<file path="src/rtl/led_matrix_scanner_pkg.sv">
// doppler_led_pkg: shared constants, scan states and row decode for the LED matrix scanner.
package doppler_led_pkg;

    localparam int LED_ROWS = 4;
    localparam int LED_COLS = 4;

    typedef enum logic [1:0] {
        IDLE  = 2'd0,
        BLANK = 2'd1,
        DRIVE = 2'd2
    } scan_state_t;

    function automatic logic [3:0] onehot4(input logic [1:0] row);
        return 4'b0001 << row;
    endfunction

endpackage

</file>
<file path="src/rtl/led_matrix_scanner_if.sv">
// led_matrix_scanner_if: framebuffer write port between user logic and the scanner.
interface led_matrix_scanner_if #(
    parameter int PWM_BITS = 4
);

    logic                wr_en;
    logic [3:0]          wr_addr;
    logic [PWM_BITS-1:0] wr_data;

    modport master (output wr_en, wr_addr, wr_data);
    modport slave  (input  wr_en, wr_addr, wr_data);

endinterface

</file>
<file path="src/rtl/led_matrix_scanner_framebuf.sv">
// led_framebuf: shadow framebuffer written by user logic, active copy taken at frame start.
module led_framebuf
    import doppler_led_pkg::*;
#(
    parameter int PWM_BITS = 4
) (
    input  logic                               clk,
    input  logic                               rst,
    input  logic                               i_wr_en,
    input  logic [3:0]                         i_wr_addr,
    input  logic [PWM_BITS-1:0]                i_wr_data,
    input  logic                               i_copy,
    input  logic [1:0]                         i_rd_row,
    output logic [LED_COLS-1:0][PWM_BITS-1:0]  o_rd_pix
);

    logic [PWM_BITS-1:0] r_shadow [LED_ROWS*LED_COLS];
    logic [PWM_BITS-1:0] r_active [LED_ROWS*LED_COLS];

    // Copy and write share an edge, so the copy always sees the pre-write shadow.
    always_ff @(posedge clk or posedge rst) begin
        if (rst) begin
            r_shadow <= '{default: '0};
            r_active <= '{default: '0};
        end else begin
            if (i_wr_en)
                r_shadow[i_wr_addr] <= i_wr_data;
            if (i_copy)
                r_active <= r_shadow;
        end
    end

    for (genvar c = 0; c < LED_COLS; c++) begin : g_col
        assign o_rd_pix[c] = r_active[{i_rd_row, 2'(c)}];
    end

endmodule

</file>
<file path="src/rtl/led_matrix_scanner.sv">
// led_matrix_scanner: row-multiplexed 4x4 PWM LED matrix driver with blanking between rows.
module led_matrix_scanner
    import doppler_led_pkg::*;
#(
    parameter int PWM_BITS     = 4,
    parameter int SLOT_CYCLES  = 750,
    parameter int BLANK_CYCLES = 96
) (
    input  logic                  clk,
    input  logic                  rst,
    input  logic                  enable,
    led_matrix_scanner_if.slave   wr,
    output logic [3:0]            aled,
    output logic [LED_COLS-1:0]   kled_sink,
    output logic                  frame_sync
);

    localparam int MAXC = (SLOT_CYCLES > BLANK_CYCLES) ? SLOT_CYCLES : BLANK_CYCLES;
    localparam int CW   = (MAXC > 1) ? $clog2(MAXC) : 1;
    localparam logic [CW-1:0]       SLOT_LAST  = CW'(SLOT_CYCLES - 1);
    localparam logic [CW-1:0]       BLANK_LAST = CW'(BLANK_CYCLES - 1);
    localparam logic [PWM_BITS-1:0] SLOT_MAX   = '1;

    scan_state_t               r_state;
    logic [1:0]                r_row;
    logic [PWM_BITS-1:0]       r_slot;
    logic [CW-1:0]             r_cnt;
    logic [3:0]                r_aled;
    logic [LED_COLS-1:0]       r_kled;
    logic                      r_frame_sync;

    logic [LED_COLS-1:0][PWM_BITS-1:0] w_pix;
    logic [PWM_BITS-1:0]               w_slot_inc;
    logic [LED_COLS-1:0]               w_lit_first;
    logic [LED_COLS-1:0]               w_lit_next;

    led_framebuf #(
        .PWM_BITS (PWM_BITS)
    ) u_framebuf (
        .clk       (clk),
        .rst       (rst),
        .i_wr_en   (wr.wr_en),
        .i_wr_addr (wr.wr_addr),
        .i_wr_data (wr.wr_data),
        .i_copy    (r_frame_sync),
        .i_rd_row  (r_row),
        .o_rd_pix  (w_pix)
    );

    assign w_slot_inc = r_slot + PWM_BITS'(1);

    // Cathode pattern for the first slot of a row and for the slot about to start.
    always_comb begin
        w_lit_first = '0;
        w_lit_next  = '0;
        for (int c = 0; c < LED_COLS; c++) begin
            w_lit_first[c] = w_pix[c] != '0;
            w_lit_next[c]  = w_pix[c] > w_slot_inc;
        end
    end

    always_ff @(posedge clk or posedge rst) begin
        if (rst) begin
            r_state      <= BLANK;
            r_row        <= '0;
            r_slot       <= '0;
            r_cnt        <= '0;
            r_aled       <= '0;
            r_kled       <= '0;
            r_frame_sync <= 1'b0;
        end else if (!enable) begin
            r_state      <= IDLE;
            r_row        <= '0;
            r_slot       <= '0;
            r_cnt        <= '0;
            r_aled       <= '0;
            r_kled       <= '0;
            r_frame_sync <= 1'b0;
        end else begin
            r_frame_sync <= 1'b0;
            case (r_state)
                IDLE: begin
                    r_state      <= BLANK;
                    r_row        <= '0;
                    r_slot       <= '0;
                    r_cnt        <= '0;
                    r_aled       <= '0;
                    r_kled       <= '0;
                    r_frame_sync <= 1'b1;
                end
                BLANK: begin
                    if (r_cnt == BLANK_LAST) begin
                        r_state <= DRIVE;
                        r_cnt   <= '0;
                        r_slot  <= '0;
                        r_aled  <= onehot4(r_row);
                        r_kled  <= w_lit_first;
                    end else begin
                        r_cnt <= r_cnt + CW'(1);
                    end
                end
                DRIVE: begin
                    if (r_cnt == SLOT_LAST) begin
                        r_cnt <= '0;
                        if (r_slot == SLOT_MAX) begin
                            r_state      <= BLANK;
                            r_row        <= r_row + 2'd1;
                            r_slot       <= '0;
                            r_aled       <= '0;
                            r_kled       <= '0;
                            r_frame_sync <= r_row == 2'(LED_ROWS - 1);
                        end else begin
                            r_slot <= w_slot_inc;
                            r_kled <= w_lit_next;
                        end
                    end else begin
                        r_cnt <= r_cnt + CW'(1);
                    end
                end
                default: begin
                    r_state <= IDLE;
                    r_aled  <= '0;
                    r_kled  <= '0;
                end
            endcase
        end
    end

    assign aled       = r_aled;
    assign kled_sink  = r_kled;
    assign frame_sync = r_frame_sync;

endmodule

</file>
<file path="src/flat_wrapper.sv">
// flat-port wrapper written by rule: the top's interface ports become plain ports
module led_matrix_scanner_flat import doppler_led_pkg::*;
#(
    parameter int PWM_BITS     = 4,
    parameter int SLOT_CYCLES  = 750,
    parameter int BLANK_CYCLES = 96
)
  (clk, rst, enable, aled, kled_sink, frame_sync, wr_wr_en, wr_wr_addr, wr_wr_data);
  led_matrix_scanner_if #(.PWM_BITS(PWM_BITS)) wr_i ();
  input  logic clk;
  input  logic rst;
  input  logic enable;
  output logic [3:0] aled;
  output logic [LED_COLS-1:0] kled_sink;
  output logic frame_sync;
  input wire logic [$bits(wr_i.wr_en)-1:0] wr_wr_en;
  input wire logic [$bits(wr_i.wr_addr)-1:0] wr_wr_addr;
  input wire logic [$bits(wr_i.wr_data)-1:0] wr_wr_data;
  assign wr_i.wr_en = wr_wr_en;
  assign wr_i.wr_addr = wr_wr_addr;
  assign wr_i.wr_data = wr_wr_data;
  led_matrix_scanner #(.PWM_BITS(PWM_BITS), .SLOT_CYCLES(SLOT_CYCLES), .BLANK_CYCLES(BLANK_CYCLES)) u_core (.clk(clk), .rst(rst), .enable(enable), .wr(wr_i), .aled(aled), .kled_sink(kled_sink), .frame_sync(frame_sync));
endmodule
</file>
<file path="config.mk">
export PLATFORM = sky130hd
export DESIGN_NAME = led_matrix_scanner_flat
export DESIGN_NICKNAME = d
export VERILOG_FILES = /design/src/rtl/led_matrix_scanner_pkg.sv /design/src/rtl/led_matrix_scanner_if.sv /design/src/rtl/led_matrix_scanner_framebuf.sv /design/src/rtl/led_matrix_scanner.sv /design/src/flat_wrapper.sv
export SDC_FILE = /design/constraint.sdc
export NUM_CORES = 1
export LEC_CHECK = 0
export CAP_MARGIN = 25
export CORE_UTILIZATION = 35
export CTS_CLUSTER_SIZE = 25
export DETAILED_ROUTE_END_ITERATION = 6
export PLACE_DENSITY_LB_ADDON = 0.05
export SYNTH_ARGS = -nofsm -noshare
export SYNTH_HDL_FRONTEND = slang
export SYNTH_SLANG_ARGS = --single-unit
export TNS_END_PERCENT = 1
</file>
<file path="constraint.sdc">
create_clock -name clk -period 9.55 [get_ports clk]
set_clock_uncertainty 0.15 [all_clocks]
set_input_delay 1.91 -clock clk [delete_from_list [all_inputs] [get_ports clk]]
set_output_delay 1.91 -clock clk [all_outputs]
set_load 0.05 [all_outputs]
</file>
==> results.json, run 1 <==
{
  "outcome": "complete, no violations",
  "cts_root_buffer": "clkbuf_16",
  "track_usage_pct": 16.0,
  "final.setup.tns_ns": 0,
  "hold_path.class": "flop to flop",
  "numCtsBuffers": 17,
  "wire_per_inst_um": 18.8,
  "synth_cells": 528,
  "ctsHoldBuffers": 0,
  "synthArstFlopShare_pct": 100,
  "finish.utilization_pct": 41.8,
  "synth_edf_count": 0,
  "finalPower_mw": 2.34,
  "ys_warn_count": 0,
  "num_io_pins": 21,
  "grt_pass1_wl_um": 25600,
  "cts_num_sinks": 155,
  "netlist_area_um2": 7160,
  "die_h_um": 145,
  "maxCapViolCount": 0,
  "worst_pin_slew_ns": 0.952,
  "start_util_pct": 36.2,
  "cts_tree": "built",
  "drive_above_1_share_pct": 32.7,
  "cts_resized": 0,
  "core_area_um2": 19800,
  "grt_pass1_vias": 4439,
  "ys.flop_type": "dfrtp_1",
  "synthToLayoutAreaGrowth_pct": 15.6,
  "fin_crit_sh_pct": 46.9,
  "antenna_found_initial": 0,
  "yosysTopAreaCell": "dfrtp_1",
  "worstPathRequired_ns": 7.49,
  "synthesis.nets": 563,
  "first_pass_iters": 4,
  "port-buffer-count": 20,
  "endpoint_kind": "output port",
  "postSynthAreaPerCell_um2": 13.6,
  "maxSlewHeadroom_pct": 36.5,
  "synth.top_cell.area_share_pct": 53.8,
  "h-tree-depth": 4,
  "final_nets": 587,
  "num_rows": 51,
  "ys_ff_latch": 155,
  "p_leak_nw": 3.44,
  "synthDistinctLibCells": 48,
  "clockBufferDepth": 2,
  "final-setup-viol-count": 0,
  "max_freq_mhz": 223,
  "crit_path_start_kind": "flop",
  "grt_max_degree": 97,
  "die_area_um2": 21000,
  "cts_setup_buffers": 0,
  "gp_congestion": 0.759,
  "ys_seq_area_share_pct": 54.2,
  "vias_per_cell": 5.15,
  "hold_violations": 0,
  "clkTransAtPathRegs_ns": 0.06,
  "fp.dieW_um": 145,
  "final_antenna_net_count": 0,
  "fin_crit_ns": 4.48,
  "ir_drop_mv": 0.120,
  "crit_arrival_ns": 2.42,
  "critPathKind": "flop to output port",
  "place_hpwl_um": 10100,
  "clk_latency_ns": 0.42,
  "rsz0062_at_grt": "false",
  "crit_fanout": 65,
  "synth_area_leaders": "dfrtp_1 (54%), mux2_2 (20%), mux4_2 (4.7%)",
  "final_common_cell": "dfrtp_1",
  "drc_errors": 0,
  "p_per_area_nw_per_um2": 282,
  "vias": 4272,
  "drv_slew": 0,
  "drtIter0Drc": 156,
  "overflow": 0,
  "num_antenna_cells": 0,
  "drt_wl_total_um": 15600,
  "final_cell_mix": "dfrtp_1 (153), mux2_2 (128), ha_1 (23)"
}
## worst paths after layout
check / depth (start not counted) / slack [ns] / to / from
worst max-delay path: 2 / 5.07 / frame_sync / u_core.frame_sync
worst min-delay path: 1 / 0.35 / u_core.u_framebuf.r_active[25] / u_core.u_framebuf.r_shadow[25]
max in group asynchronous: 3 / 6.03 / u_core.u_framebuf.r_shadow[35] / rst
worst min register to register: 1 / 0.35 / u_core.u_framebuf.r_active[25] / u_core.u_framebuf.r_shadow[25]
min in group asynchronous: 2 / 1.88 / u_core.r_cnt[2] / rst
worst max register to register: 8 / 6.73 / u_core.kled_sink[3] / u_core.r_row[1]
## cell type report
cell class | count | area, um2
repair buffers | 27 | 256
inverters | 16 | 65.1
fillers | 1886 | 11500
well taps | 265 | 332
flip-flops and latches | 155 | 3880
clock buffers | 21 | 460
multi-input cells | 335 | 3120
clock inverters | 11 | 158
## power breakdown
part / switching (mW) / total (mW) / internal [mW]
combinational: 0.318 / 0.654 / 0.337
sequential: 0.104 / 0.972 / 0.868
clock: 0.282 / 0.712 / 0.430
## metrics by stage
step | hold WS [ns] | std cells | setup WS [ns] | instance area (um2)
floorplan | 0.322 | 528 | 3.31 | 7160
global placement | 0.331 | 796 | 5.17 | 7640
detailed placement | 0.337 | 797 | 5.39 | 7650
CTS | 0.351 | 829 | 4.99 | 8270
global route | 0.359 | 830 | 4.93 | 8280
finish | 0.348 | 830 | 5.07 | 8280
## cells by family after synthesis
group,synth area share (%)
compound gates,5.58
xor+xnor,0.857
fa+ha+maj,4.02
buf+inv,2.27
flops,54.2
mux,25.9
simple gates,7.15
## cells in the mapped netlist, types with 6 or more instances
library cell  number
nor2b_1            6
nand3_1           13
dfrtp_1          154
xor2_1             6
o21ai_0           19
inv_1             16
clkbuf_1          16
mux4_2            15
mux2_2           128
ha_1              23
nor2_1            22
o31ai_1            6
nand2_1           21
## routing by layer
metal / vias to the layer above / track usage, % / routed length (um)
li1: 1986 / - / -
met1: 2240 / 22.0 / 7630
met2: 35 / 25.0 / 7470
met3: 11 / 3.71 / 326
met4: 0 / 4.31 / 146
met5: - / 0 / 0
## critical path, stage by stage (launching register included)
cell,delay (ns)
dfrtp_2,0.34
buf_4,0.68
clkdlybuf4s50_1,0.95
## sequential cells by signal, summed over array words and instances, names as in the netlist
name,cells
u_core.u_framebuf.r_shadow,64
u_core.u_framebuf.r_active,64
u_core.aled,4
u_core.r_cnt,10
u_core.r_slot,4
u_core.r_row,2
u_core.frame_sync,1
u_core.r_state,2
u_core.kled_sink,4
Power figures use the tool's default switching activity.
==> run 2, diff against run 1 <==
- clock period: 9.55 -> 4 ns (I/O delays scaled with it)
==> run 2 against run 1 <==
Against the previous run:
- final area is 0.17% higher
- critical path depth is 4 higher
- flip-flop and latch count stayed put
- critical endpoint is now u_core.kled_sink[1]
- highest routed layer unchanged
==> results.json, run 2 (synthesis results as in run 1) <==
{
  "grt_pass1_wl_um": 25900,
  "final.setup.tns_ns": 0,
  "final_cell_mix": "dfrtp_1 (153), mux2_2 (128), ha_1 (23)",
  "cts_num_sinks": 155,
  "clk_latency_ns": 0.42,
  "fin_crit_sh_pct": 72.7,
  "maxSlewHeadroom_pct": 37.2,
  "endpoint_kind": "flop",
  "wire_per_inst_um": 18.7,
  "vias_per_cell": 5.16,
  "max_stage_delay_ns": 0.80,
  "drtIter0Drc": 214,
  "drt_wl_total_um": 15600,
  "first_pass_iters": 4,
  "critical_path.cell_chain": "clkdlybuf4s50_1 -> nand2_1 -> o22ai_1 -> buf_4 -> a21oi_1 -> a311oi_1",
  "crit_slowest_cell": "clkdlybuf4s50_1",
  "maxCapViolCount": 0,
  "die_area_um2": 21000,
  "fillers": 1855,
  "drv_slew": 0,
  "start_util_pct": 36.2,
  "crit_fanout": 15,
  "pre_cts_slack_ns": 0.710,
  "numCtsBuffers": 17,
  "antenna_found_initial": 0,
  "num_antenna_cells": 0,
  "ctsHoldBuffers": 0,
  "cts_root_buffer": "clkbuf_16",
  "cts_setup_buffers": 0,
  "final-setup-viol-count": 0,
  "max_freq_mhz": 344,
  "ir_drop_mv": 0.244,
  "fin_ws_ns": 1.09,
  "worst_pin_slew_ns": 0.943,
  "hold_path.class": "flop to flop",
  "multi_input_area_um2": 3120,
  "final_antenna_net_count": 0,
  "core_area_um2": 19800,
  "place_hpwl_um": 10500,
  "final_nets": 592,
  "crit_path_start_kind": "input pin",
  "fp.dieW_um": 145,
  "clkTransAtPathRegs_ns": 0.06,
  "clockBufferDepth": 2,
  "grt_max_degree": 77,
  "cts_tree": "built",
  "vias": 4309,
  "drc_errors": 0,
  "hold_violations": 0,
  "gp_congestion": 0.795,
  "hold_slack_ns": 0.347,
  "p_per_area_nw_per_um2": 663,
  "crit_arrival_ns": 3.08,
  "die_h_um": 145,
  "worstPathRequired_ns": 4.17,
  "grt_pass1_vias": 4662,
  "num_rows": 51,
  "fin_crit_ns": 2.91,
  "drive_above_1_share_pct": 33.2,
  "seq_area_um2": 3880,
  "outcome": "complete, no violations",
  "cts_resized": 0,
  "synthToLayoutAreaGrowth_pct": 15.8,
  "final_common_cell": "dfrtp_1",
  "h-tree-depth": 4,
  "overflow": 0,
  "reg.largest.list": "u_core.u_framebuf.r_active: 64 flops, u_core.u_framebuf.r_shadow: 64 flops, u_core.r_cnt: 10 flops",
  "num_io_pins": 21,
  "port-buffer-count": 20,
  "track_usage_pct": 16.2,
  "p_leak_nw": 3.44,
  "rsz0062_at_grt": "false",
  "critPathKind": "input pin to flop"
}
run 2: routing by layer:
metal / up-vias / part of all wire [%] / GRT usage [%]
li1: 1998 / - / -
met1: 2256 / 49 / 21.6
met2: 37 / 47 / 25.9
met3: 18 / 2.2 / 3.81
met4: 0 / 1.2 / 5.05
met5: - / 0 / 0
run 2: critical path, delay by kind of cell:
kind / cells / cell delay [ns]
buf+inv: 2 / 1.10
compound gates: 3 / 0.94
simple gates: 1 / 0.23
run 2: where the power goes:
part           internal (mW)  switching, mW
clock network          0.947          0.673
logic                  0.804          0.751
registers               2.07          0.253
total                   3.82           1.68
run 2: per-stage QoR:
| step | power (mW) | utilization (%) | cells | area (um2) |
|---|---|---|---|---|
| detailed placement | 3.93 | 38.9 | 803 | 7700 |
| finish | 5.50 | 41.9 | 835 | 8290 |
| global route | 5.86 | 41.9 | 835 | 8290 |
| CTS | 5.58 | 41.9 | 835 | 8290 |
| floorplan | 3.48 | - | 528 | 7160 |
| global placement | 3.85 | 38.9 | 803 | 7700 |
run 2: layout make-up:
class	instances	share of cell area, %
Clock buffer	21	5.43
Clock inverter	11	1.65
Inverter	16	0.770
Multi-Input combinational cell	335	37.7
Sequential cell	155	46.8
Tap cell	265	4.00
Timing Repair Buffer	32	3.65
run 2: path summary, 6_finish.rpt:
check                           depth (start not counted)  slack (ns)                            end                 from
min in group asynchronous                               2        0.57                u_core.r_cnt[5]                  rst
worst max register to register                          8        1.17            u_core.kled_sink[2]      u_core.r_row[0]
worst min-delay path                                    2        0.35            u_core.kled_sink[2]  u_core.kled_sink[2]
worst max-delay path                                    6        1.09            u_core.kled_sink[1]               enable
max in group asynchronous                               3        2.40  u_core.u_framebuf.r_active[6]                  rst
worst min register to register                          2        0.35            u_core.kled_sink[2]  u_core.kled_sink[2]
